File: src/rtl/noc_out_arbiter.sv
`default_nettype none
// +----------------------------------------------------------------------------+
// | noc_out_arbiter                                                             |
// | Per-output switch allocator: packet-granular round-robin with wormhole lock.|
// | Revision: 1.0                                                               |
// +----------------------------------------------------------------------------+
module noc_out_arbiter #(
    parameter int N    = 4,
    parameter int SELW = 2
) (
    input  logic            clk,
    input  logic            reset,
    input  logic [N-1:0]    req,
    input  logic [N-1:0]    tail,
    input  logic            out_ready,
    output logic [N-1:0]    gnt,
    output logic [SELW-1:0] sel,
    output logic            out_valid,
    output logic            xfer,
    output logic            busy
);

    typedef enum logic [0:0] {
        ST_IDLE   = 1'b0,
        ST_LOCKED = 1'b1
    } state_t;

    localparam logic [SELW-1:0] c_last    = SELW'(N - 1);
    localparam logic [N-1:0]    c_one     = N'(1);
    localparam logic [SELW:0]   c_n_ext   = (SELW + 1)'(N);

    state_t          r_state;
    logic [SELW-1:0] r_ptr;
    logic [N-1:0]    r_gnt;
    logic [SELW-1:0] r_sel;
    logic            r_busy;

    logic [SELW:0]   w_idx;
    logic [SELW-1:0] w_win;
    logic            w_any;
    logic            w_tail_xfer;
    logic [SELW-1:0] w_ptr_next;

    // Round-robin scan starting at r_ptr; the first requester found wins.
    always_comb begin : p_arb
        w_idx = '0;
        w_win = r_ptr;
        w_any = 1'b0;
        for (int k = 0; k < N; k++) begin
            w_idx = {1'b0, r_ptr} + (SELW + 1)'(k);
            if (w_idx >= c_n_ext) begin
                w_idx = w_idx - c_n_ext;
            end
            if (!w_any && req[w_idx[SELW-1:0]]) begin
                w_any = 1'b1;
                w_win = w_idx[SELW-1:0];
            end
        end
    end

    always_comb begin : p_out
        out_valid   = |(r_gnt & req);
        xfer        = out_valid & out_ready;
        w_tail_xfer = xfer & tail[r_sel];
        w_ptr_next  = (r_sel == c_last) ? '0 : r_sel + SELW'(1);
    end

    always_ff @(posedge clk or negedge reset) begin : p_fsm
        if (!reset) begin
            r_state <= ST_IDLE;
            r_ptr   <= '0;
            r_gnt   <= '0;
            r_sel   <= '0;
            r_busy  <= 1'b0;
        end else begin
            case (r_state)
                ST_IDLE: begin
                    if (w_any) begin
                        r_gnt   <= c_one << w_win;
                        r_sel   <= w_win;
                        r_busy  <= 1'b1;
                        r_state <= ST_LOCKED;
                    end
                end
                ST_LOCKED: begin
                    // Grant is held until the tail leaves; sel keeps its value afterwards.
                    if (w_tail_xfer) begin
                        r_gnt   <= '0;
                        r_busy  <= 1'b0;
                        r_ptr   <= w_ptr_next;
                        r_state <= ST_IDLE;
                    end
                end
                default: begin
                    r_state <= ST_IDLE;
                end
            endcase
        end
    end

    assign gnt  = r_gnt;
    assign sel  = r_sel;
    assign busy = r_busy;

endmodule
`default_nettype wire
File: config.mk
export PLATFORM = sky130hd
export DESIGN_NAME = noc_out_arbiter
export DESIGN_NICKNAME = d
export VERILOG_FILES = /design/src/rtl/noc_out_arbiter.sv
export SDC_FILE = /design/constraint.sdc
export NUM_CORES = 1
export LEC_CHECK = 0
export CAP_MARGIN = 40
export CORE_UTILIZATION = 42
export CTS_CLUSTER_DIAMETER = 120
export DETAILED_ROUTE_END_ITERATION = 7
export GPL_TIMING_DRIVEN = 0
export PLACE_DENSITY_LB_ADDON = 0.3
export SYNTH_ARGS = -nofsm -noshare
export SYNTH_HDL_FRONTEND = slang
export SYNTH_SLANG_ARGS = --single-unit
File: constraint.sdc
create_clock -name clk -period 2.2 [get_ports clk]
set_input_delay 0.22 -clock clk [delete_from_list [all_inputs] [get_ports clk]]
set_output_delay 0.22 -clock clk [all_outputs]
set_load 0.02 [all_outputs]
==> results of run 1 <==
power groups by stage:
stage | combinational, mW | sequential, mW | clock [mW]
4_1_cts | 0.537 | 0.338 | 0.175
2_1_floorplan | 0.258 | 0.392 | 0
3_3_place_gp | 0.521 | 0.343 | 0
5_1_grt | 0.578 | 0.352 | 0.181
3_5_place_dp | 0.535 | 0.341 | 0
6_report | 0.534 | 0.340 | 0.168
critical path, stage by stage:
cell and delay [ns]:
clkdlybuf4s50_1 0.57, a22oi_1 0.15, a21boi_0 0.25, clkdlybuf4s50_1 0.64
through the flow:
| step | util | cell area, sq um | total power, mW |
|---|---|---|---|
| after floorplan | - | 568 | 0.650 |
| after global placement | 0.654 | 776 | 0.864 |
| after detailed placement | 0.654 | 776 | 0.876 |
| after CTS | 0.685 | 812 | 1.05 |
| after global routing | 0.685 | 812 | 1.11 |
| final | 0.685 | 812 | 1.04 |
layout make-up:
class,instances,area [sq um]
fill,101,374
multi-input combinational,42,292
sequential,10,250
timing repair buffer,19,190
clock buffer,4,36.3
buffer,2,18.8
tap,14,17.5
inverter,2,7.51
per-layer routing:
layer	up-vias	GRT usage
met5	-	0
li1	255	-
met2	19	0.371
met4	0	0.0776
met3	2	0.0867
met1	257	0.251
worst max-delay path by stage:
stage,startpoint,end,slack [ns],cells after the start
6_report,req[1],xfer,0.15,4
5_1_grt,req[1],xfer,0.05,4
4_1_cts,req[1],xfer,0.14,4
3_5_place_dp,req[1],xfer,0.14,4
3_3_place_gp,req[1],xfer,0.18,4
2_1_floorplan,gnt[1],r_ptr[0],0.25,5
sequential cells by signal, indices dropped and copies added, names as in the netlist:
name,flops
busy,1
gnt,4
r_ptr,2
r_state,1
sel,2
synth_stat cells:
cell type	number
nor2b_1	2
a2111oi_0	1
dfrtp_1	10
nor2_1	6
inv_1	2
and3_1	1
nand2b_1	2
mux2_4	2
a22oi_1	2
o211a_1	1
buf_4	1
nand2_1	7
a21boi_0	2
nor3b_1	1
o21ai_0	3
or2_2	1
ha_1	1
a211o_1	1
buf_6	1
mux4_2	1
or4_1	1
o211ai_1	1
o32ai_1	4
a21oi_1	2
cell families after synthesis:
kind of cell / count (synthesis) / share of synthesized area
buf+inv: 4 / 0.0463
mux: 3 / 0.0925
compound gates: 17 / 0.220
flops: 10 / 0.441
fa+ha+maj: 1 / 0.0220
simple gates: 21 / 0.178
==> out/results.ini, run 1 <==
[run_status]
result_of_the_run = complete, no violations

[sta]
timing.fmax_mhz = 487
worst_slew_pin_tran_ns = 0.671
drv_slew = 0
finalCriticalPeriod_ns = 2.05
timing_hold_violations_final = 0
worst_clock_skew_ns = 0.00726
hold_ws_ns = 0.259
slew-limit-headroom = 0.541
share_of_the_cycle_needed_by_the_critical_path_after_routing = 0.932
timing.setup.tns_ns = 0
report.final.setup_viol = 0
rsz0062_at_grt = no
setup_slack_ns = 0.149

[clock_network]
cts.reportedPaths.clkPinSlew_ns = 0.07
htree_levels = 1
cts.sinks = 10
post_cts.resized_instances = 0
cts_hold_buf = 0
cts-root-buf = clkbuf_4
cts_made_buffers = 3
cts_tree = built
cts_post_setup_buffers_inserted = 0
worstSkewPairLatency_ns = 0.27
clock_path_buffers = 2

[critical_path]
r2r_cells = 4
critical_path_arrival_ns = 1.83
critical_path.reg2reg.startpoint = r_ptr[1]
cp_data_required_time_ns = 1.98
path_max_fanout = 6
worst_setup_path_start_kind = input port
worst_reg2reg_path_endpoint = gnt[0]
cp_endpoint_kind = output pin
reg2reg_slack_ns = 0.44
criticalPathCategory = in2out

[placement]
dp_hpwl_mm = 1.01
pre_cts_ws_ns = 0.142
routability_congestion = 0.794
placedCellCount = 89
portBuffers = 19

[global_route]
number_of_global_route_vias_before_repair = 484
antenna_found_initial = 0
global_route_wire_length_before_repair_mm = 2.14
grt_overflow = 0
pin_count_of_the_biggest_net_entering_global_routing = 11
global_route.usage.total = 0.221

[floorplan]
pin_count = 20
placeableCoreArea_sq_um = 1190
initial_core_util = 0.479
die_area_sq_um = 1500
placementRows = 12
fp.dieH_um = 38.8
die_w_um = 38.8

[yosys]
synth_top_cell_area_share = 0.441
avgSynthCellArea_sq_um = 10.1
cell_type_with_the_largest_total_area_after_synthesis = dfrtp_1
yosys.cell_types.count = 24
syn-cell-area_sq_um = 568
synthTopCellsByArea = dfrtp_1, o32ai_1, mux2_4, nand2_1, mux4_2
ys_warnings = 0
synth_fp_nets = 68
yosysSeqAreaShare = 0.441
synth_seq_cells = 10
postSynthCellCount = 56

[finish]
instances_no_fill = 93
most-common-layout-cells = clkdlybuf4s50_1, dfrtp_1, nand2_1
antenna_diode_instance_count = 0
area_delta_synth_final_pct = 43.0
num-nets-final = 92
layout-drive-gt1-share = 0.127
layout.cells.most_common = clkdlybuf4s50_1

[worst_hold_path]
worst_hold_path_type = in2async

[power]
cellLeakagePower_nw = 0.344
vdd.ir_drop.worst_mv = 0.674
power.clock.fraction = 0.162
power.density_cell_area_nw_per_um2 = 1280
power_switching_mw = 0.401
p_int_mw = 0.641
switching_part_of_the_total = 0.385
power.sequential.fraction = 0.326
comb_power_share = 0.512

[routing]
top_signal_layer_used = met4
detail_route.first_pass.iterations = 4
detailroute.wirelength.met3_um = 90
routed-via-count = 533
route.layer.met1.wl_um = 539
met2_wirelength_um = 683
drt_wl_total_mm = 1.32
ant_nets = 0
drcViolationCount = 0
drtIter0Drc = 20
routed_wire_length_per_instance_um = 14.2
viasPerCell = 5.73

[run]
drv.max_cap_violation_count = 0

Power figures use the tool's default switching activity.
==> run 2: changes to the inputs <==
CELL_PAD_IN_SITES_DETAIL_PLACEMENT = 0   (was default)
CELL_PAD_IN_SITES_GLOBAL_PLACEMENT = 1   (was default)
CORE_UTILIZATION = 31   (was 42)
==> run 2 against run 1 <==
Against the previous run: die area grew 34%; fmax about the same; non-clock buffer count unchanged; sequential power barely moved; sequential share of layout area is the same; wire length about the same; sequential cell count unchanged; combinational power shrank 0.7%; clock power fell by 25%; via count down 5.4%; global-route usage shrank 6.3 points; clock skew increased by 0.0019 ns; critical endpoint unchanged; largest power group unchanged; highest routed layer unchanged.
==> out/results.ini, run 2 (synthesis results as in run 1) <==
[clock_network]
cts_tree = built  ; unchanged
clock_path_buffers = 2  ; unchanged
cts.sinks = 10  ; unchanged
post_cts.resized_instances = 0  ; unchanged
cts.reportedPaths.clkPinSlew_ns = 0.07  ; about the same
cts_hold_buf = 0  ; unchanged
cts_post_setup_buffers_inserted = 0  ; unchanged
htree_levels = 1  ; unchanged
worstSkewPairLatency_ns = 0.27  ; about the same
cts_made_buffers = 3  ; unchanged
cts-root-buf = clkbuf_4  ; unchanged

[sta]
rsz0062_at_grt = no  ; unchanged
worst_slew_pin_tran_ns = 0.675  ; was 0.671 ns
worst_clock_skew_ns = 0.00916  ; was 0.00726 ns
timing.setup.tns_ns = 0  ; unchanged
drv_slew = 0  ; unchanged
finalCriticalPeriod_ns = 2.05  ; about the same
slew-limit-headroom = 0.538  ; was 0.541
hold_ws_ns = 0.270  ; was 0.259 ns
timing.fmax_mhz = 488  ; was 487 MHz
timing_hold_violations_final = 0  ; unchanged
share_of_the_cycle_needed_by_the_critical_path_after_routing = 0.932  ; about the same
report.final.setup_viol = 0  ; unchanged

[critical_path]
critical_path_arrival_ns = 1.83  ; about the same
buffer_and_inverter_count_on_the_worst_path = 2  ; unchanged
worst_setup_path_start_kind = input port  ; unchanged
cp_endpoint_kind = output pin  ; unchanged
worstSetupStartpoint = req[1]  ; unchanged
r2r_cells = 4  ; unchanged
criticalPathCategory = in2out  ; unchanged
worst_reg2reg_path_endpoint = gnt[0]  ; unchanged
timing.critical_path.depth = 4  ; unchanged
path_max_fanout = 6  ; unchanged
slowest_stage = clkdlybuf4s50_1  ; unchanged
worst_path_most_repeated_cell = clkdlybuf4s50_1  ; unchanged
reg2reg_slack_ns = 0.43  ; was 0.44 ns
cp_top_family = buffers and inverters  ; unchanged
worstPathCellList = clkdlybuf4s50_1, a22oi_1, a21boi_0, clkdlybuf4s50_1  ; unchanged
slowest_delay_ns = 0.64  ; about the same
cp_data_required_time_ns = 1.98  ; about the same
critical_path.reg2reg.startpoint = r_ptr[1]  ; unchanged

[finish]
area_delta_synth_final_pct = 43.0  ; unchanged
antenna_diode_instance_count = 0  ; unchanged
fin_util = 0.470  ; was 0.685
area.sequential_sq_um = 250  ; unchanged
most-common-layout-cells = clkdlybuf4s50_1, dfrtp_1, nand2_1  ; unchanged
area_taken_by_multi_input_logic_gates_sq_um = 292  ; unchanged
layout.cells.most_common = clkdlybuf4s50_1  ; unchanged
layout-drive-gt1-share = 0.115  ; was 0.127
num-fill-cells = 183  ; was 101
num-nets-final = 92  ; unchanged
largest_register_ff_count = 4  ; unchanged

[run_status]
result_of_the_run = complete, no violations  ; unchanged

[power]
cellLeakagePower_nw = 0.337  ; was 0.344 nW
power.density_cell_area_nw_per_um2 = 1230  ; was 1280 nW/um^2
vdd.ir_drop.worst_mv = 0.605  ; was 0.674 mV

[routing]
drtIter0Drc = 15  ; was 20
detail_route.first_pass.iterations = 4  ; unchanged
drt_wl_total_mm = 1.32  ; about the same
viasPerCell = 4.89  ; was 5.73
drcViolationCount = 0  ; unchanged
ant_nets = 0  ; unchanged
routed_wire_length_per_instance_um = 12.8  ; was 14.2 um
routed-via-count = 504  ; was 533

[run]
drv.max_cap_violation_count = 0  ; unchanged

[floorplan]
initial_core_util = 0.329  ; was 0.479
pin_count = 20  ; unchanged
placeableCoreArea_sq_um = 1730  ; was 1190 sq um
placementRows = 15  ; was 12
die_area_sq_um = 2010  ; was 1500 sq um
die_w_um = 44.8  ; was 38.8 um
fp.dieH_um = 44.8  ; was 38.8 um

[global_route]
antenna_found_initial = 0  ; unchanged
global_route_wire_length_before_repair_mm = 2.15  ; was 2.14 mm
pin_count_of_the_biggest_net_entering_global_routing = 11  ; unchanged
grt_overflow = 0  ; unchanged
number_of_global_route_vias_before_repair = 475  ; was 484
global_route.usage.total = 0.157  ; was 0.221

[worst_hold_path]
worst_hold_path_type = in2async  ; unchanged

[placement]
dp_hpwl_um = 993  ; was 1.01 mm
portBuffers = 19  ; unchanged
routability_congestion = 0.746  ; was 0.794

run 2: how the worst max path moves through the flow:
stage / end / slack [ns]
5_1_grt: xfer / 0.04
6_report: xfer / 0.15
3_3_place_gp: xfer / 0.15
2_1_floorplan: r_ptr[0] / 0.25
4_1_cts: xfer / 0.12
3_5_place_dp: xfer / 0.13
run 2: layout make-up:
type | instances | share of cell area
multi-input cells | 42 | 0.359
flip-flops and latches | 10 | 0.308
repair buffers | 19 | 0.234
well taps | 25 | 0.0385
clock buffers | 3 | 0.0277
plain buffers | 2 | 0.0231
inverters | 2 | 0.00924
run 2: where the power goes:
part           switching (mW)  internal (mW)
sequential             0.0812          0.261
combinational           0.251          0.279
clock                  0.0628         0.0631
run 2: per-layer routing:
metal	up-vias	track usage	wire, um
met1	235	0.212	657
met5	-	0	0
met4	0	0.0364	8
li1	253	-	-
met3	2	0.0720	67
met2	14	0.232	589
run 2: stage by stage:
step	area [sq um]	power, mW	cells	worst slack [ns]
finish	812	0.998	103	0.150
global placement	790	0.874	100	0.150
global route	812	1.07	103	0.0430
floorplan	568	0.650	56	0.246
CTS	812	1.01	103	0.123
detailed placement	790	0.878	100	0.125
run 2: worst register-to-register path, delay by kind of cell, from the launching register on:
kind | cells | cell delay (ns)
AOI/OAI and AO/OA | 2 | 0.88
DFF | 1 | 0.46
and+or+nand+nor | 2 | 0.33
